**src/rtl/dispatch_pkg.sv**
```systemverilog
// Shared types for the dual decode/dispatch stage: uop classes, execution units,
// RV32 opcode constants and the decoded-uop struct carried through the FIFO.
package dispatch_pkg;

  localparam int unsigned UOP_TAG_W = 6;

  typedef enum logic [1:0] {ClsAdd, ClsMul, ClsLoad, ClsStore} uop_class_e;
  typedef enum logic [1:0] {UnitAlu, UnitMulu, UnitMem} unit_e;

  localparam logic [6:0]  OPC_RTYPE = 7'b0110011;
  localparam logic [6:0]  OPC_LOAD  = 7'b0000011;
  localparam logic [6:0]  OPC_STORE = 7'b0100011;
  localparam logic [6:0]  F7_ADD    = 7'b0000000;
  localparam logic [6:0]  F7_MUL    = 7'b0000001;
  localparam logic [31:0] NOP_WORD  = 32'h0000_0013;

  // Decoder output: a uop without its sequence tag.
  typedef struct packed {
    uop_class_e  cls;
    logic [4:0]  rd;
    logic [4:0]  rs1;
    logic [4:0]  rs2;
    logic [11:0] imm;
  } dec_t;

  // Field order matches dec_t so that {dec, tag} packs directly into a uop_t.
  typedef struct packed {
    uop_class_e           cls;
    logic [4:0]           rd;
    logic [4:0]           rs1;
    logic [4:0]           rs2;
    logic [11:0]          imm;
    logic [UOP_TAG_W-1:0] tag;
  } uop_t;

  localparam int unsigned DEC_W = $bits(dec_t);
  localparam int unsigned UOP_W = $bits(uop_t);

  function automatic unit_e unit_of(uop_class_e c);
    unit_e u;
    unique case (c)
      ClsAdd:  u = UnitAlu;
      ClsMul:  u = UnitMulu;
      default: u = UnitMem;
    endcase
    return u;
  endfunction

  function automatic logic unit_ready(unit_e u, logic alu, logic mul, logic mem);
    logic r;
    unique case (u)
      UnitAlu:  r = alu;
      UnitMulu: r = mul;
      default:  r = mem;
    endcase
    return r;
  endfunction

endpackage

```
**src/rtl/instr_decoder.sv**
```systemverilog
// Combinational RV32 subset decoder: ADD/MUL/LOAD/STORE are kept, the canonical
// NOP is dropped silently, anything else is dropped and flagged illegal.
module instr_decoder
  import dispatch_pkg::*;
(
  input  logic [31:0]      i_instr,
  output logic             o_keep,
  output logic             o_illegal,
  output logic [DEC_W-1:0] o_dec
);

  dec_t       w_dec;
  logic [6:0] w_opcode;
  logic [6:0] w_funct7;

  assign w_opcode = i_instr[6:0];
  assign w_funct7 = i_instr[31:25];
  assign o_dec    = w_dec;

  always_comb begin
    w_dec     = '0;
    o_keep    = 1'b0;
    o_illegal = 1'b0;
    w_dec.rd  = i_instr[11:7];
    w_dec.rs1 = i_instr[19:15];
    w_dec.rs2 = i_instr[24:20];
    if (i_instr != NOP_WORD) begin
      case (w_opcode)
        OPC_RTYPE: begin
          if (w_funct7 == F7_ADD) begin
            o_keep    = 1'b1;
            w_dec.cls = ClsAdd;
          end else if (w_funct7 == F7_MUL) begin
            o_keep    = 1'b1;
            w_dec.cls = ClsMul;
          end else begin
            o_illegal = 1'b1;
          end
        end
        OPC_LOAD: begin
          o_keep    = 1'b1;
          w_dec.cls = ClsLoad;
          w_dec.imm = i_instr[31:20];
        end
        OPC_STORE: begin
          o_keep    = 1'b1;
          w_dec.cls = ClsStore;
          w_dec.imm = {i_instr[31:25], i_instr[11:7]};
        end
        default: o_illegal = 1'b1;
      endcase
    end
  end

endmodule

```
**src/rtl/dual_decode_dispatch.sv**
```systemverilog
// Two-wide decode into an in-order uop FIFO with up-to-two in-order dispatch per cycle.
// Optional DISPATCH_STATS_EN adds saturating dual/single/stall cycle counters.
module dual_decode_dispatch
  import dispatch_pkg::*;
#(
  parameter int unsigned DEPTH = 8,
  parameter int unsigned TAG_W = 6
) (
  input  logic             clk,
  input  logic             reset,
  input  logic [31:0]      instruction_in1,
  input  logic [31:0]      instruction_in2,
  input  logic             valid_in1,
  input  logic             valid_in2,
  input  logic             queue_empty_in,
  output logic             queue_advance,
  input  logic             alu_ready,
  input  logic             mul_ready,
  input  logic             mem_ready,
  output logic             disp_valid0,
  output logic [UOP_W-1:0] disp_uop0,
  output logic             disp_valid1,
  output logic [UOP_W-1:0] disp_uop1,
  output logic             illegal_seen,
  output logic             done
`ifdef DISPATCH_STATS_EN
  ,
  output logic [31:0]      stat_dual,
  output logic [31:0]      stat_single,
  output logic [31:0]      stat_stall
`endif
);

  localparam int unsigned PTR_W = $clog2(DEPTH);
  localparam int unsigned CNT_W = PTR_W + 1;

  uop_t             r_mem [DEPTH];
  logic [PTR_W-1:0] r_head, r_tail;
  logic [CNT_W-1:0] r_count;
  logic [TAG_W-1:0] r_tag;
  logic             r_adv, r_illegal, r_done;

  logic             w_keep1, w_ill1, w_keep2, w_ill2;
  logic [DEC_W-1:0] w_dec1_raw, w_dec2_raw;
  dec_t             w_dec1, w_dec2, w_first_dec;
  logic             w_wr1, w_wr2;
  logic [CNT_W-1:0] w_nwr, w_npop, w_free, w_count_nxt;
  uop_t             w_first, w_second, w_head0, w_head1;
  unit_e            w_u0, w_u1;
  logic             w_empty;

  instr_decoder u_dec1 (
    .i_instr   (instruction_in1),
    .o_keep    (w_keep1),
    .o_illegal (w_ill1),
    .o_dec     (w_dec1_raw)
  );

  instr_decoder u_dec2 (
    .i_instr   (instruction_in2),
    .o_keep    (w_keep2),
    .o_illegal (w_ill2),
    .o_dec     (w_dec2_raw)
  );

  assign w_dec1 = dec_t'(w_dec1_raw);
  assign w_dec2 = dec_t'(w_dec2_raw);

  // Upstream data is only fresh the cycle after an advance request.
  assign w_wr1 = r_adv & valid_in1 & w_keep1;
  assign w_wr2 = r_adv & valid_in2 & w_keep2;
  assign w_nwr = CNT_W'(w_wr1) + CNT_W'(w_wr2);

  assign w_first_dec = w_wr1 ? w_dec1 : w_dec2;
  assign w_first     = {w_first_dec, UOP_TAG_W'(r_tag)};
  assign w_second    = {w_dec2, UOP_TAG_W'(r_tag + TAG_W'(1))};

  assign w_empty = (r_count == '0);
  assign w_free  = CNT_W'(DEPTH) - r_count;
  // Gated by reset so the request is low while the block is held in reset.
  assign queue_advance = reset & ~queue_empty_in & (w_free >= CNT_W'(4));

  assign w_head0 = r_mem[r_head];
  assign w_head1 = r_mem[r_head + PTR_W'(1)];
  assign w_u0    = unit_of(w_head0.cls);
  assign w_u1    = unit_of(w_head1.cls);

  always_comb begin
    disp_valid0 = ~w_empty & unit_ready(w_u0, alu_ready, mul_ready, mem_ready);
    disp_valid1 = disp_valid0 & (r_count >= CNT_W'(2)) & (w_u1 != w_u0) &
                  unit_ready(w_u1, alu_ready, mul_ready, mem_ready);
    disp_uop0   = disp_valid0 ? w_head0 : '0;
    disp_uop1   = disp_valid1 ? w_head1 : '0;
  end

  assign w_npop      = CNT_W'(disp_valid0) + CNT_W'(disp_valid1);
  assign w_count_nxt = r_count + w_nwr - w_npop;

  always_ff @(posedge clk or negedge reset) begin
    if (!reset) begin
      r_head    <= '0;
      r_tail    <= '0;
      r_count   <= '0;
      r_tag     <= '0;
      r_adv     <= 1'b0;
      r_illegal <= 1'b0;
      r_done    <= 1'b0;
    end else begin
      r_adv     <= queue_advance;
      r_head    <= r_head + PTR_W'(w_npop);
      r_tail    <= r_tail + PTR_W'(w_nwr);
      r_count   <= w_count_nxt;
      r_tag     <= r_tag + TAG_W'(w_nwr);
      r_illegal <= r_illegal | (r_adv & ((valid_in1 & w_ill1) | (valid_in2 & w_ill2)));
      r_done    <= r_done | (queue_empty_in & w_empty & ~r_adv);
    end
  end

  always_ff @(posedge clk) begin
    if (w_nwr != '0) r_mem[r_tail] <= w_first;
    if (w_wr1 & w_wr2) r_mem[r_tail + PTR_W'(1)] <= w_second;
  end

  always_ff @(posedge clk) begin
    if (reset) assert (w_count_nxt <= CNT_W'(DEPTH));
  end

  assign illegal_seen = r_illegal;
  assign done         = r_done;

`ifdef DISPATCH_STATS_EN
  logic [31:0] r_stat_dual, r_stat_single, r_stat_stall;

  always_ff @(posedge clk or negedge reset) begin
    if (!reset) begin
      r_stat_dual   <= '0;
      r_stat_single <= '0;
      r_stat_stall  <= '0;
    end else if (disp_valid1) begin
      if (r_stat_dual != '1) r_stat_dual <= r_stat_dual + 32'd1;
    end else if (disp_valid0) begin
      if (r_stat_single != '1) r_stat_single <= r_stat_single + 32'd1;
    end else if (!w_empty) begin
      if (r_stat_stall != '1) r_stat_stall <= r_stat_stall + 32'd1;
    end
  end

  assign stat_dual   = r_stat_dual;
  assign stat_single = r_stat_single;
  assign stat_stall  = r_stat_stall;
`endif

endmodule

```
**config.mk**
```make
export PLATFORM = sky130hd
export DESIGN_NAME = dual_decode_dispatch
export DESIGN_NICKNAME = d
export VERILOG_FILES = /design/src/rtl/dispatch_pkg.sv /design/src/rtl/instr_decoder.sv /design/src/rtl/dual_decode_dispatch.sv
export SDC_FILE = /design/constraint.sdc
export NUM_CORES = 1
export LEC_CHECK = 0
export ABC_AREA = 1
export BUFFER_PORTS_ARGS = -buffer_cell sky130_fd_sc_hd__buf_2
export CAP_MARGIN = 20
export CORE_MARGIN = 1.5
export CORE_UTILIZATION = 45
export CTS_CLUSTER_SIZE = 16
export DETAILED_ROUTE_END_ITERATION = 10
export PLACE_DENSITY = 0.73
export RECOVER_POWER = 100
export SYNTH_ARGS = -nofsm -noshare
export SYNTH_HDL_FRONTEND = slang
export SYNTH_SLANG_ARGS = --single-unit
```
**constraint.sdc**
```tcl
create_clock -name clk -period 5.7 [get_ports clk]
set_clock_uncertainty 0.05 [all_clocks]
set_input_delay 0 -clock clk [delete_from_list [all_inputs] [get_ports clk]]
set_output_delay 0 -clock clk [all_outputs]
set_load 0.01 [all_outputs]
```
; After elaboration in Yosys (flattened, before gate mapping)
; Memories as Yosys holds them, arrays and structs flattened.
; Index checks and enable logic that the tools add are counted.
[totals]
register_bits = 19
mem_bits_rw = 280
input_bits = 72
output_inout_bits = 75
wordCells = 107
mem_count = 1
[memory_table]
columns = memory, words, width, read_ports, rd_ports_with_merged_regs, wr, line_no
row1 = r_mem, 8, 35, 2, 0, 2, dual_decode_dispatch.sv:37  ; uop_t r_mem [DEPTH];
[op_classes]
n_addsub = 11
order_cmp = 2
n_eq_ne = 15
n_mux = 39
bitwise = 22
n_reduce_logical = 10
[ops]
columns = op, n
row1 = 35-bit two-way mux, 2
row2 = 32-bit by 5-bit != test with 1-bit output (second input constant), 2
row3 = 12-bit case mux with 2 select lines, 2
row4 = 29-bit two-way mux, 1
row5 = 7-bit by 6-bit equality test with 1-bit output (second input constant), 4
row6 = 12-bit two-way mux, 2
row7 = 1-bit two-way mux, 18
row8 = 1-bit bitwise AND, 16
row9 = 7-bit by 1-bit equality test with 1-bit output (second input constant), 2
row10 = 7-bit by 2-bit equality test with 1-bit output (second input constant), 2
row11 = 7-bit zero test, 2
row12 = 1-bit case mux with 2 select lines, 6
row13 = 2-bit case mux with 3 select lines, 2
row14 = 2-bit by 1-bit equality test with 1-bit output (second input constant), 4
row15 = 2-bit zero test, 4
row16 = 2-bit two-way mux, 4
row17 = 2-bit case mux with 2 select lines, 2
row18 = 3-bit by 1-bit adder with 3-bit output (second input constant), 2
row19 = 3-bit by 2-bit adder with 3-bit output, 2
row20 = 6-bit by 1-bit adder with 6-bit output (second input constant), 1
row21 = 6-bit by 2-bit adder with 6-bit output, 1
row22 = 1-bit by 1-bit adder with 2-bit output, 2
row23 = 4-bit by 2-bit adder with 4-bit output, 1
row24 = 4-bit by 2-bit >= comparator with 1-bit output (second input constant), 1
row25 = 9 further kinds, 14

; Depth between registers and ports, before layout
; Gate-level depths: netlist (run 1).
; An unclocked memory read counts as a cell.
[depth]
ltp_word = 11
depth_mapped = 21
depth_no_buf = 19

; Hierarchy
; A second synthesis (run 1) with hierarchy kept.
[hier_totals]
hier_cells = 2417
area_unflattened_um2 = 19094.6
[by_module_without_submodules]
columns = mod, n_inst, cells_each, area_each_um2, seq_area_each_um2
row1 = dual_decode_dispatch, 1, 2249, 18263.8, 8883.5
row2 = instr_decoder, 2, 84, 415.4, 0.0

; Worst setup path after synthesis (run 1)
; Ideal clock, no wire load.
[synth_timing]
path_type = in2reg
start = input port instruction_in2[3]
end = memory r_mem[0][0] in the netlist's numbering (enable)
setup_time_ns = 0.476
arrival_ns = 3.891
t_required_ns = 5.174
setup_slack_ns = 1.284
stages = 12
path_buffers = 1
cell_sequence = nor2_1 -> nand3_1 -> inv_2 -> nand3_2 -> clkbuf_1 -> nand2_1 -> inv_1 -> nor2_1 -> inv_1 -> ha_1 -> or2_2 -> o21ai_0
[synth_rtl]
columns = element, line_no
row1 = start: declaration, dual_decode_dispatch.sv:12  ; input logic [31:0] instruction_in2,
row2 = end: declaration, dual_decode_dispatch.sv:37

==> results of run 1 <==
[flip-flops by register name (all words and copies together) (netlist names)]
signal / count
r_count: 4
r_tail: 3
r_adv: 1
r_tag: 6
r_mem: 280
illegal_seen: 1
r_head: 3
done: 1
[synth_stat cells (all sizes together)]
library cell	n	area, sq um
o21ai	305	1550
clkbuf	120	458
a31oi	33	206
nand3	251	1300
a32oi	33	289
mux2i	33	330
xnor2	5	62.6
a21oi	134	671
dfrtp	19	475
o211ai	39	298
edfxtp	280	8410
nand4	13	81.3
inv	181	679
nand2	628	2370
or2	11	68.8
fa	5	100
nor3	8	40.0
o311ai	34	298
nor2	206	846
clkinv	2	7.51
nand3b	2	15.0
buf	71	368
ha	15	188
o22ai	5	62.6
o21bai	1	7.51
xor2	17	149
[area by class of cell]
cell class,instances,area share [%]
multi-input cells,1778,41.9
flip-flops and latches,299,41.2
repair buffers,229,6.10
clock buffers,37,3.70
inverters,183,3.21
well taps,539,3.13
clock inverters,19,0.696
[per-stage QoR]
stage | instances | area (sq um)
global placement | 2983 | 20300
CTS | 3082 | 21700
finish | 3084 | 21600
global route | 3084 | 21600
floorplan | 2451 | 19300
detailed placement | 2983 | 20300
[worst register-to-register path: stages, from the launching register on]
cell and delay (ns):
dfrtp_1 0.46, nand2_1 0.21, inv_1 0.12, nand2_1 0.56
clkinv_1 0.22, ha_1 0.24, inv_1 0.16, nor2_1 0.12
inv_1 0.08, nor2_1 0.19, clkinv_1 0.16, o21ai_4 0.29
clkbuf_1 1.65
[worst paths after layout]
kind | slack (ns) | end
setup / recovery | 0.73 | r_mem[3][14]
hold / removal | 0.02 | r_mem[2][22]
setup reg to reg | 0.73 | r_mem[3][14]
hold reg to reg | 0.43 | done
max in group asynchronous | 3.68 | r_head[0]
min in group asynchronous | 0.50 | r_tag[4]
[routing by layer]
metal	track usage (%)	vias to the layer above	routed length (um)	part of all wire (%)
li1	-	8598	-	-
met5	0	-	13	0.019
met1	38.5	8891	24700	37
met3	5.23	228	8720	13
met2	47.7	1371	31000	46
met4	14.6	2	2990	4.4
[kinds of logic after synthesis]
logic type / count (synthesis) / synth area share (%)
compound gates: 584 / 17.5
fa+ha+maj: 20 / 1.49
mux: 33 / 1.71
buf+inv: 374 / 7.83
flops: 299 / 46.0
xor+xnor: 22 / 1.09
simple gates: 1119 / 24.4
[power groups by stage]
stage / sequential, uW / clock, uW / combinational (uW)
2_1_floorplan: 2510 / 0 / 3920
3_3_place_gp: 2540 / 0 / 5490
3_5_place_dp: 2550 / 0 / 5600
4_1_cts: 2500 / 1970 / 5640
5_1_grt: 2510 / 2050 / 6170
6_report: 2500 / 1980 / 5660
[repair_timing]
action,in CTS,in global routing
hold buffers,43,0
endpoints found under the setup margin,0,0
buffers inserted,0,0
hold endpoints to repair,183,0
==> results.json, run 1 <==
{
  "die-area_sq_mm": 0.0442,
  "p_seq_share_pct": 24.7,
  "io_buffer_count": 146,
  "syn_avg_cell_area_sq_um": 7.88,
  "antenna_found_initial": 1,
  "grt.overflow.total": 0,
  "slew_viol_final": 155,
  "swShare_pct": 48.5,
  "numCtsBuffers": 31,
  "end_kind": "register",
  "critPathTopFamily": "buffers and inverters",
  "finalSetupTns_ns": 0,
  "wl_per_cell_um": 21.9,
  "vias": 19090,
  "fin_ws_ns": 0.734,
  "die_w_um": 210,
  "total_power_uw": 10100,
  "dp_hpwl_um": 40900,
  "cap_violations": 3,
  "drive_gt1_share_pct": 8.88,
  "min_period_ns": 4.97,
  "synthCells": 2451,
  "grt_max_degree": 113,
  "initial_utilization_pct": 45.9,
  "switching_power_uw": 4920,
  "ys_seq_elements": 299,
  "rsz0062_at_grt": "no",
  "criticalPathCategory": "reg -> reg",
  "pwr-share-comb_pct": 55.8,
  "postLayoutCoreUtil_pct": 51.2,
  "tightest_slew_ns": 2.22,
  "clockBufferDepth": 3,
  "mostFrequentLayoutCells": "625 x nand2_1, 291 x o21ai_0, 280 x edfxtp_1",
  "crit_path_start_kind": "register",
  "syn_area_sq_mm": 0.0193,
  "clock_sinks": 299,
  "layout_commonest_cell": "nand2_1",
  "critPathMaxFanout": 24,
  "critPathBufInv": 6,
  "cp_common_cell": "inv_1",
  "post_cts_resized": 0,
  "grtUsageTotal_pct": 29.6,
  "via_per_inst": 6.19,
  "multi_input_area_sq_mm": 0.00904,
  "routabilityCongestion": 0.909,
  "seqCellArea_sq_mm": 0.00889,
  "seq_area_frac_synth_pct": 46.0,
  "cp_slowest_cell": "clkbuf_1",
  "fp.coreArea_sq_mm": 0.0421,
  "synth_nets": 2543,
  "setup_violations": 0,
  "critical_path_depth": 12,
  "htreeDepth": 1,
  "yosysUniqueCellTypes": 40,
  "max_stage_delay_ns": 1.65,
  "period_share_pct": 87.1,
  "hold_path.class": "in -> reg",
  "die_y_um": 210,
  "place_ws_ns": 1.49,
  "startpoint": "r_adv",
  "relSlewSlack_pct": -48.0,
  "postRouteAntennaNets": 0,
  "whs_ns": 0.0210,
  "grt_pass1_vias": 17903,
  "cts_tree": "yes",
  "hold_depth": 5,
  "row_count": 75,
  "drcViolationCount": 0,
  "pin_count": 147,
  "syn_to_final_growth_pct": 11.6,
  "n_fill_cell": 3814,
  "clk_pin_slew_ns": 0.07,
  "failed_checks": "max-capacitance violations, max-slew violations",
  "power_density_mw_per_mm2": 471,
  "dr.pass1.iters": 7,
  "p_leak_uw": 0.00884,
  "n_antenna_cell": 0,
  "cts-root-buf": "clkbuf_16",
  "num-nets-final": 2614,
  "r2r_cells": 12,
  "p_int_uw": 5220,
  "min_from": "instruction_in1[24]",
  "p_clk_share_pct": 19.5,
  "worstPathCellList": "nand2_1 > inv_1 > nand2_1 > clkinv_1 > ha_1 > inv_1 > nor2_1 > inv_1 > nor2_1 > clkinv_1 > o21ai_4 > clkbuf_1",
  "clock_latency_ns": 0.59,
  "totalWireLength_um": 67500,
  "status": "finished with violations",
  "ir_drop_v": 0.000499,
  "finalHoldViolations": 0,
  "max_freq_mhz": 201,
  "grt_pass1_wl_um": 101000,
  "ys_warn_count": 0,
  "required_ns": 5.81,
  "r2r_start": "r_adv",
  "drt-initial-drc-count": 2842,
  "crit_arrival_ns": 5.08
}
Note: power is estimated with default switching activity, not from simulation.
==> inputs of run 2 (changes only) <==
--- a/config.mk
+++ b/config.mk
@@ -12,6 +12,7 @@
 export CORE_UTILIZATION = 45
 export CTS_CLUSTER_SIZE = 16
 export DETAILED_ROUTE_END_ITERATION = 10
+export HOLD_SLACK_MARGIN = 0.05
 export PLACE_DENSITY = 0.73
 export RECOVER_POWER = 100
 export SYNTH_ARGS = -nofsm -noshare
==> run 2 against run 1 <==
Against the previous run: the run still ends with max-capacitance violations, max-slew violations left; core utilization increased by 0.36 points; non-clock buffer count increased by 16; flip-flop and latch count unchanged; fmax decreased by 0.31%; combinational power about the same; register-to-register slack got worse by 0.02 ns; clock power about the same; final cell count increased by 0.52%; largest cell class unchanged.
==> results.json, run 2 (same netlist as run 1, synthesis figures left out) <==
{
  "multi_input_area_sq_mm": 0.00903,
  "finalHoldViolations": 0,
  "largest_reg_flops": 280,
  "end_kind": "register",
  "io_buffer_count": 146,
  "critPathTopFamily": "buffers and inverters",
  "dr.pass1.iters": 7,
  "pin_count": 147,
  "clk_pin_slew_ns": 0.07,
  "antenna_found_initial": 1,
  "required_ns": 5.81,
  "cp_common_cell": "inv_1",
  "dp_hpwl_um": 40900,
  "worstPathCellList": "nand2_1 > inv_1 > nand2_1 > clkinv_1 > ha_1 > inv_1 > nor2_1 > inv_1 > nor2_1 > clkinv_1 > o21ai_4 > clkbuf_1",
  "drt-initial-drc-count": 2939,
  "n_fill_cell": 3796,
  "r2r_end": "r_mem[3][14]",
  "postRouteAntennaNets": 0,
  "p_leak_uw": 0.00892,
  "post_cts_resized": 0,
  "relSlewSlack_pct": -48.1,
  "period_share_pct": 87.4,
  "post_cts_buffers": 0,
  "wl_per_cell_um": 21.7,
  "crit_arrival_ns": 5.09,
  "numCtsBuffers": 31,
  "seqCellArea_sq_mm": 0.00889,
  "power_density_mw_per_mm2": 467,
  "r2r_cells": 12,
  "row_count": 75,
  "grt_pass1_wl_um": 101000,
  "dp_cells": 2983,
  "crit_path_start_kind": "register",
  "rsz0062_at_grt": "no",
  "grtUsageTotal_pct": 29.6,
  "min_period_ns": 4.98,
  "die_y_um": 210,
  "totalWireLength_um": 67400,
  "failed_checks": "max-capacitance violations, max-slew violations",
  "vias": 19230,
  "layout_commonest_cell": "nand2_1",
  "max_stage_delay_ns": 1.65,
  "max_freq_mhz": 201,
  "hold_depth": 5,
  "cap_violations": 4,
  "via_per_inst": 6.20,
  "setup_violations": 0,
  "critPathBufInv": 6,
  "hold_path.class": "in -> reg",
  "mostFrequentLayoutCells": "625 x nand2_1, 291 x o21ai_0, 280 x edfxtp_1",
  "grt_max_degree": 113,
  "htreeDepth": 1,
  "slew_viol_final": 172,
  "r2r_slack_ns": 0.72,
  "criticalPathCategory": "reg -> reg",
  "cts_tree": "yes",
  "top_register": "r_mem",
  "routabilityCongestion": 0.909,
  "n_antenna_cell": 0,
  "die-area_sq_mm": 0.0442,
  "final_cells": 3100,
  "clock_latency_ns": 0.59,
  "clock_sinks": 299,
  "cts-root-buf": "clkbuf_16",
  "finalSetupTns_ns": 0,
  "critical_path_depth": 12,
  "syn_to_final_growth_pct": 12.4,
  "tightest_slew_ns": 2.22,
  "drcViolationCount": 0,
  "status": "finished with violations",
  "grt_pass1_vias": 18005,
  "initial_utilization_pct": 45.9,
  "num-nets-final": 2630,
  "cp-endpoint": "r_mem[3][14]",
  "clockBufferDepth": 3,
  "startpoint": "r_adv",
  "ir_drop_v": 0.000501,
  "cp_slowest_cell": "clkbuf_1",
  "die_w_um": 210,
  "drive_gt1_share_pct": 8.82,
  "postLayoutCoreUtil_pct": 51.5,
  "largestRegisters": "r_mem: 280 flops, r_tag: 6 flops, r_count: 4 flops",
  "r2r_start": "r_adv",
  "grt.overflow.total": 0,
  "fp.coreArea_sq_mm": 0.0421,
  "critPathMaxFanout": 24
}
[run 2: layout make-up]
type	count	share of cell area (%)
clock buffers	37	3.68
clock inverters	19	0.691
inverters	183	3.19
multi-input cells	1778	41.6
flip-flops and latches	299	40.9
well taps	539	3.11
repair buffers	245	6.81
[run 2: worst min path at each step]
stage / startpoint / end
2_1_floorplan: reset / done
3_3_place_gp: reset / r_tag[3]
3_5_place_dp: reset / r_tag[5]
4_1_cts: instruction_in2[28] / r_mem[6][14]
5_1_grt: instruction_in2[28] / r_mem[2][14]
6_report: instruction_in2[25] / r_mem[1][33]
[run 2: per-layer routing]
| layer | vias up | track usage, % | wire, um |
|---|---|---|---|
| met1 | 8927 | 38.5 | 24500 |
| li1 | 8624 | - | - |
| met5 | - | 0 | 13 |
| met4 | 2 | 14.7 | 3270 |
| met2 | 1412 | 47.9 | 30800 |
| met3 | 265 | 5.21 | 8730 |
[run 2: worst reg2reg max path, cell delays in order, from the launching register on]
cell and delay (ns):
dfrtp_1 0.47, nand2_1 0.21, inv_1 0.12, nand2_1 0.58, clkinv_1 0.22, ha_1 0.25
inv_1 0.16, nor2_1 0.12, inv_1 0.08, nor2_1 0.19, clkinv_1 0.15, o21ai_4 0.29
clkbuf_1 1.65
[run 2: what timing repair did]
item                       in CTS  in global routing
setup endpoints to repair       0                  0
hold endpoints to repair      190                  0
hold buffers                   59                  0
[run 2: power breakdown]
group          leakage [uW]  internal [uW]  total (uW)  switching, uW
Sequential          0.00288           2440        2500           62.0
Clock              0.000453           1080        1980            892
Combinational       0.00558           1700        5660           3950
Total               0.00892           5230       10100           4910
[run 2: per-stage QoR]
step                      setup WS [ns]  total power (uW)  hold WS (ns)  cell area [sq um]
after floorplan                    1.28              6420        -0.346              19300
after global placement             1.58              8030       -0.0426              20300
after detailed placement           1.49              8140       -0.0294              20300
after CTS                          1.47             10100        0.0557              21900
after global routing              0.620             10700         0.108              21700
final                             0.718             10100        0.0998              21700
